## src/rtl/ctr_keystream_gen.sv

```systemverilog
// CTR-mode keystream combiner: builds {nonce, ctr} counter blocks for an external AES core
// and XORs the returned keystream with one captured data block at a time.
module ctr_keystream_gen #(
    parameter int unsigned TIMEOUT_CYC = 1023
) (
    input  logic         clk,
    input  logic         rst,
    input  logic [95:0]  nonce_i,
    input  logic [31:0]  ctr_init_i,
    input  logic         load_i,
    input  logic [127:0] data_i,
    input  logic         data_valid_i,
    output logic         data_ready_o,
    output logic [127:0] aes_block_o,
    output logic         aes_start_o,
    input  logic         aes_done_i,
    input  logic [127:0] aes_result_i,
    output logic [127:0] out_o,
    output logic         out_valid_o,
    input  logic         out_ready_i,
    output logic [31:0]  ctr_o,
    output logic         wrap_o,
    output logic         err_o
);

    localparam int unsigned TW = $clog2(TIMEOUT_CYC + 1);
    localparam logic [TW-1:0] TMO_LAST = TW'(TIMEOUT_CYC - 1);

    typedef enum logic [1:0] {
        S_IDLE = 2'd0,
        S_REQ  = 2'd1,
        S_WAIT = 2'd2,
        S_OUT  = 2'd3
    } state_t;

    state_t         state_q, state_d;
    logic [95:0]    nonce_q, nonce_d;
    logic [31:0]    ctr_q, ctr_d;
    logic [127:0]   data_q, data_d;
    logic [127:0]   block_q, block_d;
    logic           start_q, start_d;
    logic [127:0]   out_q, out_d;
    logic           out_valid_q, out_valid_d;
    logic           wrap_q, wrap_d;
    logic           err_q, err_d;
    logic           ready_q, ready_d;
    logic [TW-1:0]  tmo_q, tmo_d;

    // Next-state and datapath update for the IDLE/REQ/WAIT/OUT sequence.
    always_comb begin
        state_d     = state_q;
        nonce_d     = nonce_q;
        ctr_d       = ctr_q;
        data_d      = data_q;
        block_d     = block_q;
        start_d     = 1'b0;
        out_d       = out_q;
        out_valid_d = out_valid_q;
        wrap_d      = wrap_q;
        err_d       = err_q;
        tmo_d       = tmo_q;
        case (state_q)
            S_IDLE: begin
                // A load wins over data presented in the same cycle.
                if (load_i) begin
                    nonce_d = nonce_i;
                    ctr_d   = ctr_init_i;
                    wrap_d  = 1'b0;
                    err_d   = 1'b0;
                end else if (data_valid_i) begin
                    data_d  = data_i;
                    block_d = {nonce_q, ctr_q};
                    start_d = 1'b1;
                    state_d = S_REQ;
                end else begin
                    state_d = S_IDLE;
                end
            end
            S_REQ: begin
                tmo_d   = '0;
                state_d = S_WAIT;
            end
            S_WAIT: begin
                // Done is checked first so it beats a timeout in the same cycle.
                if (aes_done_i) begin
                    out_d       = data_q ^ aes_result_i;
                    out_valid_d = 1'b1;
                    ctr_d       = ctr_q + 32'd1;
                    if (ctr_q == 32'hFFFF_FFFF) begin
                        wrap_d = 1'b1;
                    end else begin
                        wrap_d = wrap_q;
                    end
                    state_d = S_OUT;
                end else if (tmo_q == TMO_LAST) begin
                    err_d   = 1'b1;
                    state_d = S_IDLE;
                end else begin
                    tmo_d = tmo_q + TW'(1);
                end
            end
            S_OUT: begin
                if (out_ready_i) begin
                    out_valid_d = 1'b0;
                    state_d     = S_IDLE;
                end else begin
                    out_valid_d = 1'b1;
                end
            end
            default: begin
                state_d = S_IDLE;
            end
        endcase
        ready_d = (state_d == S_IDLE);
    end

    // State and output registers.
    always_ff @(posedge clk or posedge rst) begin
        if (rst) begin
            state_q     <= S_IDLE;
            nonce_q     <= 96'd0;
            ctr_q       <= 32'd0;
            data_q      <= 128'd0;
            block_q     <= 128'd0;
            start_q     <= 1'b0;
            out_q       <= 128'd0;
            out_valid_q <= 1'b0;
            wrap_q      <= 1'b0;
            err_q       <= 1'b0;
            ready_q     <= 1'b1;
            tmo_q       <= '0;
        end else begin
            state_q     <= state_d;
            nonce_q     <= nonce_d;
            ctr_q       <= ctr_d;
            data_q      <= data_d;
            block_q     <= block_d;
            start_q     <= start_d;
            out_q       <= out_d;
            out_valid_q <= out_valid_d;
            wrap_q      <= wrap_d;
            err_q       <= err_d;
            ready_q     <= ready_d;
            tmo_q       <= tmo_d;
        end
    end

    assign data_ready_o = ready_q;
    assign aes_block_o  = block_q;
    assign aes_start_o  = start_q;
    assign out_o        = out_q;
    assign out_valid_o  = out_valid_q;
    assign ctr_o        = ctr_q;
    assign wrap_o       = wrap_q;
    assign err_o        = err_q;

endmodule

```

## config.mk

```make
export PLATFORM = sky130hd
export DESIGN_NAME = ctr_keystream_gen
export DESIGN_NICKNAME = d
export VERILOG_FILES = /design/src/rtl/ctr_keystream_gen.sv
export SDC_FILE = /design/constraint.sdc
export NUM_CORES = 1
export LEC_CHECK = 0
export CORE_AREA = 3 3 267 269
export DETAILED_ROUTE_END_ITERATION = 16
export DIE_AREA = 0 0 270 272
export GPL_TIMING_DRIVEN = 0
export PLACE_DENSITY = 0.54
export SYNTH_ARGS = -nofsm -noshare
export SYNTH_HDL_FRONTEND = slang
export SYNTH_SLANG_ARGS = --single-unit
```

## constraint.sdc

```tcl
create_clock -name clk -period 24.9 [get_ports clk]
set_input_delay 4.98 -clock clk [delete_from_list [all_inputs] [get_ports clk]]
set_output_delay 4.98 -clock clk [all_outputs]
set_load 0.01 [all_outputs]
```

# Word level (Yosys, flattened, before mapping)
# Index checks and enable logic that the tools add are counted.
[word_totals] reg_bits=529 latchBits=0 ramBits=0 mem_bits_ro=0 input_bits=390 wordCells=65 memories=0
[classes] n_addsub=2 multipliers=0 div_mod_pow=0 order_cmp=0 eq_ne=11 shift=0 muxes=25 bitwise_logic=2 reduce_logical=13
[ops] op="128-bit bitwise XOR" count=1
[ops] op="32-bit two-way mux" count=2
[ops] op="32-bit one-hot mux with 2 select lines" count=1
[ops] op="32-bit by 1-bit adder with 32-bit output, second input constant" count=1
[ops] op="32-bit equality test, second input constant" count=1
[ops] op="10-bit two-way mux" count=2
[ops] op="10-bit one-hot mux with 2 select lines" count=1
[ops] op="2-bit != test, second input constant" count=6
[ops] op="1-bit two-way mux" count=11
[ops] op="10-bit by 1-bit adder with 10-bit output, second input constant" count=1
[ops] op="10-bit equality test, second input constant" count=1
[ops] op="3-bit AND reduction" count=3
[ops] op="2-bit two-way mux" count=4
[ops] op="2-bit one-hot mux with 4 select lines" count=1
[ops] op="4-bit AND reduction" count=2
[ops] op="1-bit one-hot mux with 2 select lines" count=3
[ops] op="2-bit AND reduction" count=3
[ops] op="2-bit nonzero test" count=3
[ops] op="2-bit equality test, second input constant" count=2
[ops] op="2-bit zero test" count=2
[ops] op="2-bit by 1-bit equality test with 1-bit output, second input constant" count=1
[ops] op="1-bit NOT" count=1

# Depth between registers and ports, before layout
[logic_depth] ltp_word=5 depth_mapped=9 ltp_nobuf=7

# Worst setup path after synthesis
# Ideal clock, no wire load.
[synth_path] path_kind="input to register" from="input port load_i" to="register data_q[127]" setup_time_ns=0.125 arrival_ns=6.092 setup_slack_ns=18.683 stages=4 path_buffers=2 cell_sequence="nor4b_4 > clkbuf_1 > buf_2 > mux2_2"
[synth_via] elab_chain_cells=2
[synth_rtl] element="from (decl)" line_no="10" source="input logic load_i,"
[synth_rtl] element="1-bit NOT (no line)"
[synth_rtl] element="3-bit AND reduction (no line)"
[synth_rtl] element="to (signal assigned)" line_no="136" source="data_q <= data_d;"
[synth_rtl] element="to (decl)" line_no="39" source="logic [127:0] data_q, data_d;"
# Every way passes these cells.
# A chain may end at the register's enable or synchronous reset.

==> out/results.tsv <==
stage	metric	value	unit
routing	first_iteration_detailed_routing_drc_count	888	
global_routing	grt_max_degree	115	
placement	place.port_buffers	682	
cts	num_clock_sinks	529	
critical_path	crit-reg2reg-capture	aes_block_o[0]	
cts	insertion_delay	0.60	ns
power_and_ir_drop	power.ir.vdd_worst	0.0769	mV
routing	average_detailed_routed_wire_length_per_instance	21.3	um
floorplan	floorplan.die.height	272	um
global_routing	antenna_found_initial	17	
critical_path	worstPathCellList	clkdlybuf4s50_1 > mux2i_1 > nor2_1 > nand2_1 > clkbuf_1 > buf_2 > nand2_1 > nand2_1	
floorplan	coreArea	68800	um^2
layout	layout_commonest_cell	clkdlybuf4s50_1	
routing	drt_pass1_iterations	5	
critical_path	crit_top_cell	nand2_1	
synthesis	synthDistinctLibCells	56	
floorplan	die_width	270	um
critical_path	worstReg2RegStart	state_q[0]	
critical_path	timing.critical_path.buf_inv	3	
global_routing	grt_usage	0.201	
layout	finish.instance_area	31600	um^2
critical_path	timing.critical_path.required	25.38	ns
routing	post-route-drc-count	0	
critical_path	cell_count_of_the_worst_reg_to_reg_path	5	
critical_path	timing.critical_path.fanout_max	10	
cts	htreeDepth	2	
synthesis	synthesis.area	21500	um^2
timing	finalMaxSlewViolations	0	
flow_run	max-cap-violations	0	
critical_path	critical_path.slowest_cell	clkdlybuf4s50_1	
synthesis	synthesis.instances	1815	
floorplan	design.die.area	73400	um^2
floorplan	floorplan.initialDensity	0.312	
worst_hold_path	min_path_type	reg -> reg	
layout	layoutNonFillerInstCount	3544	
cts	tritoncts	done	
critical_path	critical_path.top_delay_family	buffers and inverters	
placement	post_dp_cell_area	29600	um^2
timing	hold_viol_final	0	
floorplan	site_row_count	96	
placement	dp.final_hpwl	57300	um
cts	max-clock-path-buffers	3	
timing	rsz_0062_raised_after_global_routing	no	
critical_path	crit_path_start	aes_done_i	
synthesis	postSynthRegisterBits	529	
cts	cts_root_buf	clkbuf_16	
timing	final.period_utilization	0.290	
global_routing	grt_first_pass_wirelength	113000	um
critical_path	timing.setup.critical_path_class	in -> reg	
synthesis	synth_largest_type_area_fraction	0.615	
synthesis	number_of_enable_type_register_cells_in_the_synthesized_netlist	0	
routing	route.final.wire_length	75600	um
cts	post-cts-setup-buffers	0	
timing	worst_slew_margin_rel	0.365	
routing	detail-route-antenna-nets	0	
timing	period_minus_slack	7.22	ns
timing	tightest_slew	0.952	ns
global_routing	grt_pass1_vias	17324	
synthesis	synth_sequential_area_ratio	0.616	
power_and_ir_drop	leakagePower	13.6	nW
critical_path	cp_slowest_stage_delay	0.63	ns
timing	setup_clock_skew_after_layout	0.0134	ns
timing	setup_violations	0	
cts	cts.clk_slew.worst_paths	0.06	ns
cts	post_cts_resized	0	
timing	clock.fmax	0.139	GHz
synthesis	ys_dominant_reg_cell	dfrtp_1	
synthesis	synthesis_warning_total	0	
floorplan	ioPinCount	683	
layout	area.growth.synth_to_final	46.9	%
placement	placed_cells_incl_taps	3432	
critical_path	worst_path_arrival	7.70	ns
global_routing	remaining_global_route_overflow	0	
synthesis	synth_async_sr_flop_share	1.00	
placement	gp_congestion	0.878	
critical_path	critical_path_sink	nonce_q[57]	
critical_path	startpoint_type	primary input	
synthesis	synth_fp_nets	2208	
synthesis	synth.largest_area_cell	dfrtp_1	
cts	holdBufCountCts	0	
layout	final_net_count	2956	
routing	via_count	16506	
layout	layout_common_cells	clkdlybuf4s50_1, dfrtp_1, nand2_1, mux2_2, o21ai_0	
critical_path	regToRegSetupSlack	21.99	ns
critical_path	cp-end-kind	flip-flop	
power_and_ir_drop	power.density_cell_area	126	nW/um^2
cts	cts_buffers	60	
run_status	run_status	finished, final reports clean	
routing	detail_route.vias_per_cell	4.66	
layout	final_layout_size_suffix_gt1_frac	0.155	
synthesis	post_synth_main_area_contributors	dfrtp_1, mux2_2, nand2_1, xnor2_1, o21ai_0	
synthesis	postSynthAreaPerCell	11.8	um^2
critical_path	worstSetupPathDepth	8	
==> tightest hold or removal path: cells and delay by family, from the launching register on <==
family,cells,cell delay (ns)
AND/OR/NAND/NOR,2,0.10
flip-flops,1,0.33
==> kinds of logic after synthesis <==
group	after synthesis	share of synthesized area
and+or+nand+nor	555	0.108
xor gates and xnor gates	133	0.0542
buffers and inverters	106	0.0223
adders and majority gates	3	0.00175
AOI/OAI and AO/OA	231	0.0626
muxes	258	0.135
DFF	529	0.616
==> cell type report <==
cell class                 instances  area [um^2]
antenna                            7         17.5
buffer                            98          449
clock buffer                      87         1740
clock inverter                    18          199
fill                            6434        37300
inverter                           8         37.5
multi-input combinational       1180         7760
sequential                       529        13200
tap                              931         1160
timing repair buffer             686         6940
==> state kept, by name (all words and copies together) (netlist names), 2 cells and up <==
signal and flops:
data_q 128, tmo_q 10, nonce_q 96, aes_block_o 128
ctr_o 32, state_q 2, out_o 128
==> how the worst min path moves through the flow <==
stage | end | startpoint | cells past startpoint
after detailed placement | nonce_q[50] | nonce_q[50] | 2
after global routing | nonce_q[41] | nonce_q[41] | 2
after global placement | nonce_q[41] | nonce_q[41] | 2
final | nonce_q[41] | nonce_q[41] | 2
after CTS | nonce_q[41] | nonce_q[41] | 2
after floorplan | nonce_q[0] | nonce_q[0] | 2
==> per-layer routing <==
| metal | GRT usage | wire, um | share of wire |
|---|---|---|---|
| met5 | 0 | 104 | 0.0014 |
| met4 | 0.0511 | 1650 | 0.022 |
| met3 | 0.0696 | 6580 | 0.087 |
| met2 | 0.353 | 38100 | 0.50 |
| met1 | 0.235 | 29200 | 0.39 |
==> through the flow <==
stage	setup TNS (ns)	worst slack, ns	total power, W	hold slack (ns)	utilization
2_1_floorplan	0	5.14	0.00227	0.440	-
3_3_place_gp	-788.70	-1.58	0.00310	0.452	0.428
3_5_place_dp	0	16.92	0.00314	0.456	0.430
4_1_cts	0	17.58	0.00404	0.471	0.458
5_1_grt	0	17.53	0.00424	0.486	0.458
6_report	0	17.68	0.00398	0.467	0.458
==> Yosys cell counts, types with 4 or more instances <==
| cell | count |
|---|---|
| a31oi_1 | 7 |
| nor3b_1 | 4 |
| o21ai_0 | 141 |
| a21oi_1 | 26 |
| dfrtp_1 | 528 |
| nand3_1 | 26 |
| nor2_1 | 28 |
| o22ai_1 | 9 |
| a22o_1 | 4 |
| or3_1 | 4 |
| mux2_2 | 234 |
| a211oi_1 | 4 |
| nor3_1 | 9 |
| inv_1 | 8 |
| and3_1 | 11 |
| nand2_1 | 445 |
| nand4_1 | 5 |
| xnor2_1 | 133 |
| buf_2 | 65 |
| mux2_1 | 22 |
| a311oi_1 | 8 |
| clkbuf_1 | 30 |
| a2bb2oi_1 | 6 |
==> power by group <==
group | leakage (nW) | total [W] | switching [W] | internal [W]
Sequential | 6.50 | 0.00154 | 0.000265 | 0.00128
Combinational | 6.12 | 0.00156 | 0.000732 | 0.000829
Clock | 0.964 | 0.000877 | 0.000354 | 0.000523
No activity file was read; power rests on OpenSTA's default activity.
